File: config.mk
export PLATFORM = sky130hd
export DESIGN_NAME = cla_seq_adder_ctrl
export DESIGN_NICKNAME = d
export VERILOG_FILES = /design/src/rtl/cla_seq_adder_ctrl.sv
export SDC_FILE = /design/constraint.sdc
export NUM_CORES = 1
export LEC_CHECK = 0
export BUFFER_PORTS_ARGS = -buffer_cell sky130_fd_sc_hd__buf_2
export CORE_ASPECT_RATIO = 0.6
export CORE_MARGIN = 8
export CORE_UTILIZATION = 50
export CTS_CLUSTER_SIZE = 8
export DETAILED_ROUTE_END_ITERATION = 12
export PLACE_DENSITY = 0.76
export SLEW_MARGIN = 20
export SYNTH_ARGS = -nofsm -noshare
export SYNTH_HDL_FRONTEND = slang
export SYNTH_SLANG_ARGS = --single-unit
File: constraint.sdc
create_clock -name clk -period 2.79 [get_ports clk]
set_input_delay 0.4185 -clock clk [delete_from_list [all_inputs] [get_ports clk]]
set_output_delay 0.4185 -clock clk [all_outputs]
set_load 0.1 [all_outputs]
File: src/rtl/cla_seq_adder_ctrl.sv
// Multi-cycle wide adder/subtractor: one 4-bit carry-lookahead slice
// reused over WIDTH/4 chunks, LSB chunk first, with valid/ready on both sides.
module cla_seq_adder_ctrl #(
  parameter int WIDTH = 16
) (
  input  logic             clk,
  input  logic             rst,
  input  logic             in_valid,
  output logic             in_ready,
  input  logic [WIDTH-1:0] a,
  input  logic [WIDTH-1:0] b,
  input  logic             cin,
  input  logic             sub,
  output logic             busy,
  output logic             out_valid,
  input  logic             out_ready,
  output logic [WIDTH-1:0] sum,
  output logic             cout,
  output logic             ovf
);

  localparam int NCHUNK = WIDTH / 4;
  localparam int CW = (NCHUNK > 1) ? $clog2(NCHUNK) : 1;

  localparam logic [1:0] S_IDLE = 2'd0;
  localparam logic [1:0] S_RUN  = 2'd1;
  localparam logic [1:0] S_DONE = 2'd2;

  logic [1:0]       state;
  logic [WIDTH-1:0] a_q;
  logic [WIDTH-1:0] b_q;
  logic             carry_q;
  logic [CW-1:0]    cnt;

  logic [3:0]       ac;
  logic [3:0]       bc;
  logic [3:0]       p;
  logic [3:0]       g;
  logic [3:0]       c;
  logic             gg;
  logic             pp;
  logic             c4;
  logic [3:0]       s;
  logic [WIDTH-1:0] sum_nxt;
  logic             last;

  always_comb begin
    ac = '0;
    bc = '0;
    for (int k = 0; k < NCHUNK; k++) begin
      if (cnt == CW'(k)) begin
        ac = a_q[4*k +: 4];
        bc = b_q[4*k +: 4];
      end
    end
  end

  assign p = ac ^ bc;
  assign g = ac & bc;

  // Full lookahead from the registered chunk carry-in
  assign c[0] = carry_q;
  assign c[1] = g[0] | (p[0] & carry_q);
  assign c[2] = g[1] | (p[1] & g[0])
              | (p[1] & p[0] & carry_q);
  assign c[3] = g[2] | (p[2] & g[1])
              | (p[2] & p[1] & g[0])
              | (p[2] & p[1] & p[0] & carry_q);
  assign gg = g[3] | (p[3] & g[2])
            | (p[3] & p[2] & g[1])
            | (p[3] & p[2] & p[1] & g[0]);
  assign pp = &p;
  assign c4 = gg | (pp & carry_q);
  assign s  = p ^ c;

  always_comb begin
    sum_nxt = sum;
    for (int k = 0; k < NCHUNK; k++) begin
      if (cnt == CW'(k)) begin
        sum_nxt[4*k +: 4] = s;
      end
    end
  end

  assign last = (cnt == CW'(NCHUNK - 1));

  assign in_ready  = (state == S_IDLE) & ~rst;
  assign busy      = (state == S_RUN);
  assign out_valid = (state == S_DONE);

  always_ff @(posedge clk or posedge rst) begin
    if (rst) begin
      state   <= S_IDLE;
      a_q     <= '0;
      b_q     <= '0;
      carry_q <= 1'b0;
      cnt     <= '0;
      sum     <= '0;
      cout    <= 1'b0;
      ovf     <= 1'b0;
    end else begin
      case (state)
        S_IDLE: begin
          if (in_valid) begin
            a_q     <= a;
            b_q     <= sub ? ~b : b;
            carry_q <= sub | cin;
            sum     <= '0;
            cnt     <= '0;
            state   <= S_RUN;
          end
        end
        S_RUN: begin
          sum     <= sum_nxt;
          carry_q <= c4;
          cnt     <= cnt + CW'(1);
          if (last) begin
            cout  <= c4;
            ovf   <= c[3] ^ c4;
            state <= S_DONE;
          end
        end
        S_DONE: begin
          if (out_ready) begin
            state <= S_IDLE;
          end
        end
        default: state <= S_IDLE;
      endcase
    end
  end

endmodule
# Word-level counts from Yosys, hierarchy flattened
# Cells that the tools add are included.
# op_classes
n_reduce_logical	12
bitwise_logic	33
n_eq_ne	11
mux	23
addsub	1
# ops
cell	count
$mux 4	12
$mux 16	2
$pmux 16 s2	1
$and 1x1->1	16
$not 16->16	1
$reduce_and 3->1	5
$or 1x1->1	11
$ne 2x1->1 const B	5
$mux 2	4
$xor 4x4->4	2
$eq 2x2->1 const B	3
$pmux 2 s3	1
$reduce_and 2->1	3
$and 4x4->4	1
$eq 2x1->1 const B	2
$logic_not 2->1	2
$pmux 2 s2	1
$reduce_and 4->1	1
$add 2x1->2 const B	1
$ne 2x2->1 const B	1
$pmux 1 s2	1
$reduce_bool 2->1	1
$mux 1	1
$not 1->1	1
$xor 1x1->1	1
# totals
reg_bits	55
input_bits	38
output_inout_bits	21
elab_cells	91

# Longest topological paths before layout
# Gate-level depths: netlist of the first run.
# logic_depth
ltp_word	13
ltp_mapped	12

# Worst setup path before layout of the first run
# No wires, ideal clock.
# synth_timing
path_kind	register to output
startpoint	register state[1]
endpoint	output in_ready
path_stages_with_launch	3
path_slack_ps	-258
path_buffers	1
t_arrival_ps	2629
cell_sequence	dfrtp_1 buf_4 nor3_1
# synth_via
elab_chain_cells	2
# synth_lines
item	line_no	source
start: declaration	29	logic [1:0] state;
start signal: assignment	93	state <= S_IDLE;
start signal: assignment	110	state <= S_RUN;
start signal: assignment	120	state <= S_DONE;
$logic_not 2->1	87	assign in_ready = (state == S_IDLE) & ~rst;
$and 1x1->1	87	
end: declaration	9	output logic in_ready,
# Every way passes these cells.

# Worst setup path in the final report of the first run
# layout_timing
startpoint	register cnt[0]
endpoint	register carry_q
# layout_via
elab_chain_cells	12
# layout_lines
item	line_no	source
start: declaration	33	logic [CW-1:0] cnt;
start signal: assignment	116	cnt <= cnt + CW'(1);
$logic_not 2->1	51	if (cnt == CW'(k)) begin
$mux 4 (4 in series)	51	
$xor 4x4->4 / $and 4x4->4 (equally long branches)	58, 59	
$and 1x1->1 (on tied branches)	69, 70, 71	
$or 1x1->1 (tied with other cells)	69	assign gg = g[3] | (p[3] & g[2])
$or 1x1->1 / $and 1x1->1 (equally long branches)	70, 71	
$or 1x1->1	71	| (p[3] & p[2] & p[1] & g[0]);
$or 1x1->1 *	73	assign c4 = gg | (pp & carry_q);
$pmux 1 s2 *	102	case (state)
end signal: assignment	107	carry_q <= sub | cin;
end: declaration	32	logic carry_q;
# Mark *: on every way between the ends. The rest lies on a longest branch, timed or not.
# A chain may end at the register's enable or synchronous reset.

==> results of run 1 <==
## stage by stage
stage | util | setup slack (ns) | hold slack [ns] | instances
2_1_floorplan | - | 0.3073 | 0.4726 | 274
3_3_place_gp | 0.5834 | 0.1060 | 0.4629 | 404
3_5_place_dp | 0.5834 | 0.01035 | 0.4667 | 404
4_1_cts | 0.6060 | 0.02477 | 0.1822 | 412
5_1_grt | 0.6181 | 0.007051 | 0.2104 | 413
6_report | 0.6181 | 0.1338 | 0.1749 | 413
## layer usage
metal / global-route usage / part of all wire / vias up
met4: 0.04399 / 0.0062 / 0
met2: 0.2342 / 0.46 / 52
met3: 0.04295 / 0.058 / 6
li1: - / - / 1052
met5: 0 / 0 / -
met1: 0.2220 / 0.48 / 1045
## critical path, stage by stage, from the launching register on
cell and delay (ns):
dfrtp_1 0.44, inv_1 0.11, ha_2 0.23, buf_4 0.16, nand3b_1 0.08, a21oi_1 0.15
a21oi_1 0.05, o21ai_0 0.19, ha_1 0.34, and3_2 0.23, a221oi_4 0.29, mux2_4 0.20
o21ai_1 0.05
## cell type report
cell class / count / area [um2]
Fill cell: 463 / 2117
Clock inverter: 2 / 35.03
Timing Repair Buffer: 66 / 362.8
Tap cell: 80 / 100.1
Multi-Input combinational cell: 191 / 1421
Inverter: 13 / 48.80
Clock buffer: 6 / 82.58
Sequential cell: 55 / 1376
## Yosys cell counts (2+ instances only)
| cell type | instances | area share |
|---|---|---|
| nand2b_4 | 2 | 0.0096 |
| dfrtp_1 | 55 | 0.48 |
| a21oi_1 | 33 | 0.058 |
| o21ai_0 | 11 | 0.019 |
| a221oi_1 | 2 | 0.0061 |
| nor2_1 | 18 | 0.024 |
| buf_2 | 6 | 0.011 |
| nor3_1 | 3 | 0.0053 |
| clkbuf_1 | 3 | 0.0039 |
| o21bai_1 | 2 | 0.0053 |
| nand3b_1 | 6 | 0.016 |
| mux2_2 | 23 | 0.091 |
| inv_1 | 12 | 0.016 |
| xor2_1 | 2 | 0.0061 |
| a21o_1 | 5 | 0.013 |
| ha_1 | 9 | 0.039 |
| o21ai_1 | 4 | 0.0070 |
| nor2b_1 | 4 | 0.0088 |
| a21oi_4 | 3 | 0.017 |
| o22ai_1 | 6 | 0.013 |
| xnor2_1 | 18 | 0.055 |
| nand2_1 | 32 | 0.042 |
| buf_4 | 6 | 0.016 |
## flip-flops by register name, summed over array words and instances, names as in the netlist
signal   count
a_q         16
b_q         16
sum         16
cnt          2
state        2
carry_q      1
cout         1
ovf          1
## worst min path at each step
stage                             start             endpoint  slack, ns  cells past startpoint
floorplan            a_q[0]$_DFFE_PP0P_   a_q[0]$_DFFE_PP0P_       0.47                      1
global placement    sum[13]$_DFFE_PP0P_  sum[13]$_DFFE_PP0P_       0.46                      2
detailed placement  sum[12]$_DFFE_PP0P_  sum[12]$_DFFE_PP0P_       0.47                      2
CTS                                 rst   sum[4]$_DFFE_PP0P_       0.18                      2
global route                        rst   sum[4]$_DFFE_PP0P_       0.21                      2
finish                              rst   sum[4]$_DFFE_PP0P_       0.17                      2
## cells by family (layout without fill, tap and decap cells)
| family | count (synthesis) | count (layout) | synth area share |
|---|---|---|---|
| AO/OA/AOI/OAI | 70 | 70 | 0.1574 |
| multiplexers | 23 | 23 | 0.09075 |
| adder cells (fa/ha/maj) | 10 | 10 | 0.04647 |
| flip-flops | 55 | 55 | 0.4822 |
| buffers and inverters | 28 | 87 | 0.04734 |
| XOR/XNOR | 20 | 20 | 0.06138 |
| AND/OR/NAND/NOR | 68 | 68 | 0.1144 |
## repair_timing
action | CTS | global route
hold endpoints to repair | 0 | 0
resized for setup | 1 | 12
pin swaps | 0 | 4
setup buffers | 0 | 1
setup endpoints to repair | 1 | 17
==> metrics.md, run 1 <==
| Metric | Value |
|---|---|
| Final Max Tran Viols | 0 |
| Crit. End Element | flop |
| Syn-to-layout area delta | 20.08% |
| Final Cycle Share | 0.9520 |
| R2R depth | 12 |
| Crit-path max FO | 5 |
| Yosys reg bits | 55 |
| CTS max path bufs | 2 |
| Clk slew on worst S/H paths | 0.10 ns |
| Cell area after layout | 3427 um2 |
| Post-synth EDFFs | 0 |
| Worst r2r src | cnt[0]$_DFFE_PP0P_ |
| Gpl congestion | 0.8135 |
| DRT Wirelength | 6411 um |
| Ys flop type | dfrtp_1 |
| Clk_skew | 0.01078 ns |
| Final worst path period need | 2.656 ns |
| Die H | 74.52 um |
| Result of the run | finished, final reports clean |
| Worst Setup EP | carry_q$_DFFE_PP0P_ |
| Root buf cell | clkbuf_8 |
| Num ports | 59 |
| Die ar. | 8461 um2 |
| Via count | 2155 |
| Setup violators final | 0 |
| Rows | 21 |
| Max cap viols | 0 |
| Hold Buf Count CTS | 0 |
| HPWL after DPL | 4853 um |
| Initial antenna violation count | 0 |
| First-pass GRT wire length | 10680 um |
| Mapped Nets | 322 |
| Pre-antenna DRT Iters | 4 |
| RSZ-0062 raised after global routing | false |
| Req. time, crit path | 2.96 ns |
| H-tree levels | 2 |
| Placed inst area | 3234 um2 |
| CTS tree | yes |
| Wirelength per Cell | 15.52 um |
| Layout cells sized above 1 | 0.3574 |
| Synth Cell Area | 2854 um2 |
| FF-to-FF End | carry_q$_DFFE_PP0P_ |
| Worst rel slew slack | 0.5944 |
| Worst hold path class | input port to async pin |
| R2r setup slk | 0.13 ns |
| TNS Setup | 0 ns |
| Avg Synthesized Cell Area | 10.42 um2 |
| FMAX | 376.5 MHz |
| Seq/Total Area, Yosys | 0.4822 |
| Worst Setup Start Kind | flop |
| Initial DRC count | 193 |
| Commonest non-fill, non-tap cell in the layout | buf_2 |
| Starting Density | 0.5148 |
| Diode count | 0 |
| Least-Margin Pin Slew | 0.6084 ns |
| Clock sink count | 55 |
| Core ar. | 5544 um2 |
| Routed vias/inst | 5.218 |
| Overflow after GRT | 0 |
| Total track usage | 0.1582 |
| Cts bufs inserted | 5 |
| Mapped Cells | 274 |
| # nets final | 380 |
| Ys async rst share | 1.000 |
| Drt drc | 0 |
| Port Buf Inserts | 58 |
| Final number of hold-violating endpoints | 0 |
| Critical path launch point | cnt[0]$_DFFE_PP0P_ |
| Later-pin clock latency in the skew report | 0.30 ns |
| Commonest non-fill, non-tap cells in the layout | 58 x buf_2, 55 x dfrtp_1, 33 x a21oi_1 |
| Vias in the first global route | 2214 |
| Setup CP Type | flop to flop |
| Die Wd | 113.5 um |
| Library cells used by synthesis | 32 |
| Largest net degree at the start of global routing | 50 |
| Post-DRT Antenna Nets | 0 |
| Ys Warns | 0 |
| Worst EP arrival | 2.82 ns |
Power of run 1 is not shown: default switching activity piles up to over one toggle a cycle in this logic, so the estimate is an artifact.
==> inputs of run 2 (changes only) <==
--- a/config.mk
+++ b/config.mk
@@ -14,2 +14,3 @@
 export PLACE_DENSITY = 0.76
+export SKIP_LAST_GASP = 1
 export SLEW_MARGIN = 20
==> constraint.sdc (replaced) <==
create_clock -name clk -period 2.79 [get_ports clk]
set_input_delay 0.1395 -clock clk [delete_from_list [all_inputs] [get_ports clk]]
set_output_delay 0.1395 -clock clk [all_outputs]
set_load 0.1 [all_outputs]
==> metrics.md, run 2 (synthesis results as in run 1) <==
| Metric | Value |
|---|---|
| Pre-antenna DRT Iters | 4 |
| R2R depth | 11 |
| Core ar. | 5544 um2 |
| Clk slew on worst S/H paths | 0.10 ns |
| Crit-path max FO | 5 |
| Wirelength per Cell | 15.33 um |
| Setup violators final | 0 |
| Largest net degree at the start of global routing | 56 |
| Overflow after GRT | 0 |
| Cell area after layout | 3381 um2 |
| Starting Density | 0.5148 |
| FMAX | 372.5 MHz |
| Worst Setup Start Kind | flop |
| Result of the run | finished, final reports clean |
| Clk_skew | 0.01081 ns |
| Cts bufs inserted | 5 |
| Port Buf Inserts | 58 |
| H-tree levels | 2 |
| Die H | 74.52 um |
| Final Cycle Share | 0.9621 |
| R2r setup slk | 0.11 ns |
| Final worst path period need | 2.684 ns |
| DRT Wirelength | 6333 um |
| Later-pin clock latency in the skew report | 0.31 ns |
| Post-DRT Antenna Nets | 0 |
| Vias in the first global route | 2165 |
| Commonest non-fill, non-tap cells in the layout | 58 x buf_2, 55 x dfrtp_1, 33 x a21oi_1 |
| Max cap viols | 0 |
| Gpl congestion | 0.8161 |
| Root buf cell | clkbuf_8 |
| Via count | 2116 |
| Die ar. | 8461 um2 |
| Die Wd | 113.5 um |
| Top Registers | a_q x16, b_q x16, sum x16 |
| TNS Setup | 0 ns |
| FF-to-FF End | sum[14]$_DFFE_PP0P_ |
| Num ports | 59 |
| Worst hold path class | input port to flop |
| # nets final | 381 |
| Routed vias/inst | 5.123 |
| Syn-to-layout area delta | 18.46% |
| Rows | 21 |
| Req. time, crit path | 2.97 ns |
| Hold EP | state[1]$_DFFE_PP0P_ |
| Setup CP Type | flop to flop |
| Initial DRC count | 97 |
| Placed inst area | 3219 um2 |
| CTS max path bufs | 2 |
| First-pass GRT wire length | 10520 um |
| Clock sink count | 55 |
| Hold path cells | 2 |
| Drt drc | 0 |
| Crit. End Element | flop |
| Diode count | 0 |
| HPWL after DPL | 4753 um |
| Worst rel slew slack | 0.4208 |
| Layout cells sized above 1 | 0.3393 |
| Total track usage | 0.1568 |
| Initial antenna violation count | 0 |
| Hold_sp | out_ready |
| Worst r2r src | cnt[0]$_DFFE_PP0P_ |
| Final Max Tran Viols | 0 |
| Commonest non-fill, non-tap cell in the layout | buf_2 |
| CTS tree | yes |
| Final number of hold-violating endpoints | 0 |
| Least-Margin Pin Slew | 0.8679 ns |
| Worst EP arrival | 2.86 ns |
## run 2: worst max path at each step
stage	from	end	slack, ns	cells after the start
6_report	cnt[0]$_DFFE_PP0P_	sum[14]$_DFFE_PP0P_	0.11	11
5_1_grt	cnt[0]$_DFFE_PP0P_	sum[14]$_DFFE_PP0P_	-0.03	11
4_1_cts	cnt[1]$_DFFE_PP0P_	carry_q$_DFFE_PP0P_	0.009	12
3_5_place_dp	cnt[0]$_DFFE_PP0P_	sum[11]$_DFFE_PP0P_	-0.004	10
3_3_place_gp	cnt[0]$_DFFE_PP0P_	sum[11]$_DFFE_PP0P_	0.1	10
2_1_floorplan	state[1]$_DFFE_PP0P_	in_ready	0.02	2
## run 2: repair_timing
| action | in CTS | in global routing |
|---|---|---|
| hold buffers | 1 | 0 |
| buffers inserted | 0 | 1 |
| endpoints found under the setup margin | 2 | 11 |
| pin swaps | 0 | 1 |
| resized for setup | 1 | 8 |
| hold endpoints to repair | 55 | 0 |
## run 2: final cells by class
class	instances	area, um2
Inverter	13	51.30
Multi-Input combinational cell	191	1390
Fill cell	462	2163
Tap cell	80	100.1
Clock inverter	1	30.03
Timing Repair Buffer	67	360.3
Clock buffer	6	72.57
Sequential cell	55	1376
## run 2: stage by stage
step                      std cells  hold slack (ns)  worst slack [ns]    util
after detailed placement        404           0.2948         -0.004467  0.5807
after CTS                       412          0.03762          0.008554  0.6023
after global routing            413          0.04928          -0.02799  0.6098
after global placement          404           0.3416           0.09903  0.5802
after floorplan                 274           0.2471           0.02131       -
final                           413          0.03672            0.1057  0.6098
## run 2: metal layers
layer  part of all wire  track usage
met5                  0            0
met3              0.056      0.04538
met2               0.43       0.2296
met4             0.0066      0.04399
met1               0.51       0.2200
## run 2: worst max-delay path, stage by stage (launching register included)
cell	delay, ns
dfrtp_1	0.45
inv_1	0.09
ha_2	0.22
buf_4	0.16
a221oi_2	0.21
nor3_1	0.09
a21o_1	0.19
ha_1	0.34
a21o_1	0.20
a21oi_1	0.26
xnor2_2	0.19
o21ai_0	0.14
Power of run 2 is left out for the same reason.
==> inputs of run 3 (changes only) <==
- ABC_CLOCK_PERIOD_IN_PS: unset -> 3200
- clock period: 2.79 -> 3.2 ns (I/O delays scaled with it)
==> metrics.md, run 3 (synthesis results as in run 1) <==
| Metric | Value |
|---|---|
| Result of the run | finished, final reports clean |
| Setup CP Type | flop to flop |
| Critical path's most frequent cell | ha_1 |
| Diode count | 0 |
| TNS Setup | 0 ns |
| Total track usage | 0.1574 |
| Syn-to-layout area delta | 16.31% |
| H-tree levels | 2 |
| FMAX | 349.1 MHz |
| Layout cells sized above 1 | 0.3161 |
| Initial DRC count | 164 |
| Root buf cell | clkbuf_8 |
| Die H | 74.52 um |
| Critical-path top delay cell | ha_1 |
| Worst Setup Start Kind | flop |
| Core ar. | 5544 um2 |
| Vias in the first global route | 2145 |
| Post-CTS Setup Bufs | 0 |
| Crit path cell chain | inv_1, ha_1, nor2b_1, nor3_1, a21o_1, ha_1, a41oi_1, o21ai_1, xnor2_1, o22ai_1 |
| Placed inst area | 3189 um2 |
| Gpl congestion | 0.8167 |
| Die Wd | 113.5 um |
| Final worst path period need | 2.864 ns |
| Commonest non-fill, non-tap cell in the layout | buf_2 |
| Crit. End Element | flop |
| HPWL after DPL | 4709 um |
| Setup violators final | 0 |
| Initial antenna violation count | 0 |
| Port Buf Inserts | 58 |
| DRT Wirelength | 6143 um |
| Crit-path max FO | 17 |
| Routed vias/inst | 5.198 |
| Final core utilization | 0.5987 |
| # nets final | 376 |
| Final Max Tran Viols | 0 |
| Worst hold path class | input port to flop |
| Worst rel slew slack | 0.4147 |
| Pre-antenna DRT Iters | 4 |
| Final WS setup | 0.3355 ns |
| Overflow after GRT | 0 |
| Least-Margin Pin Slew | 0.8770 ns |
| Req. time, crit path | 3.38 ns |
| Starting Density | 0.5148 |
| Top Registers | a_q x16, b_q x16, sum x16 |
| Post-DRT Antenna Nets | 0 |
| First-pass GRT wire length | 10560 um |
| Drt drc | 0 |
| CP max stage delay | 0.53 ns |
| Cts bufs inserted | 5 |
| Worst EP arrival | 3.04 ns |
| Cell area after layout | 3319 um2 |
| Worst slack at placement | 0.3016 ns |
| Max cap viols | 0 |
| CTS tree | yes |
| CTS max path bufs | 2 |
| Clock sink count | 55 |
| RSZ-0062 raised after global routing | false |
| Final number of hold-violating endpoints | 0 |
| Later-pin clock latency in the skew report | 0.31 ns |
| Clk_skew | 0.005471 ns |
| Wirelength per Cell | 15.02 um |
| Num ports | 59 |
| Commonest non-fill, non-tap cells in the layout | 58 x buf_2, 55 x dfrtp_1, 33 x a21oi_1 |
| Rows | 21 |
| Via count | 2126 |
| Final Cycle Share | 0.8952 |
| Largest net degree at the start of global routing | 56 |
| Clk slew on worst S/H paths | 0.10 ns |
| Die ar. | 8461 um2 |
[run 3: cell types whose count changed in the layout (fill, tap and decap cells not counted), moves of 2 or more]
cell	before	now
xnor2_2	2	0
xnor2_1	16	18
buf_4	8	3
ha_2	3	1
ha_1	5	8
[run 3: what timing repair did]
item                       in CTS  in global routing
resized for setup               0                  1
hold endpoints to repair       55                  0
setup endpoints to repair       0                  1
hold buffers                    1                  0
[run 3: path summary, 6_finish.rpt]
check                               startpoint                   end  slack [ns]  cells past startpoint
max                         cnt[0]$_DFFE_PP0P_   sum[11]$_DFFE_PP0P_        0.34                     10
min                                  out_ready  state[1]$_DFFE_PP0P_        0.04                      2
max reg2reg                 cnt[0]$_DFFE_PP0P_   sum[11]$_DFFE_PP0P_        0.34                     10
min reg2reg                sum[14]$_DFFE_PP0P_   sum[14]$_DFFE_PP0P_        0.48                      2
max in group asynchronous                  rst   sum[13]$_DFFE_PP0P_        2.25                      3
min in group asynchronous                  rst    sum[9]$_DFFE_PP0P_        0.51                      3
[run 3: layout make-up]
type	instances	area, um2
tap	80	100.1
inverter	13	51.30
multi-input combinational	191	1351
timing repair buffer	62	322.8
clock inverter	2	35.03
clock buffer	6	82.58
sequential	55	1376
fill	464	2225
[run 3: per-layer routing]
metal  vias up  routed length [um]  part of all wire  global-route usage
li1       1039                   -                 -                   -
met1      1025                3114              0.51              0.2215
met2        57                2644              0.43              0.2322
met3         5                 334             0.054             0.04214
met4         0                  50            0.0081             0.04399
met5         -                   0                 0                   0
[run 3: critical path: cells and delay by family, from the launching register on]
family / cells / cell delay (ns)
AOI/OAI and AO/OA: 4 / 0.69
buffers and inverters: 1 / 0.12
adders and majority gates: 2 / 0.84
DFF: 1 / 0.43
and+or+nand+nor: 2 / 0.30
xor gates and xnor gates: 1 / 0.35
[run 3: through the flow]
step / hold slack, ns / instances
CTS: 0.03300 / 409
global route: 0.03969 / 409
floorplan: 0.2676 / 274
global placement: 0.3631 / 400
detailed placement: 0.3190 / 400
finish: 0.03533 / 409
Power of run 3 is left out for the same reason.
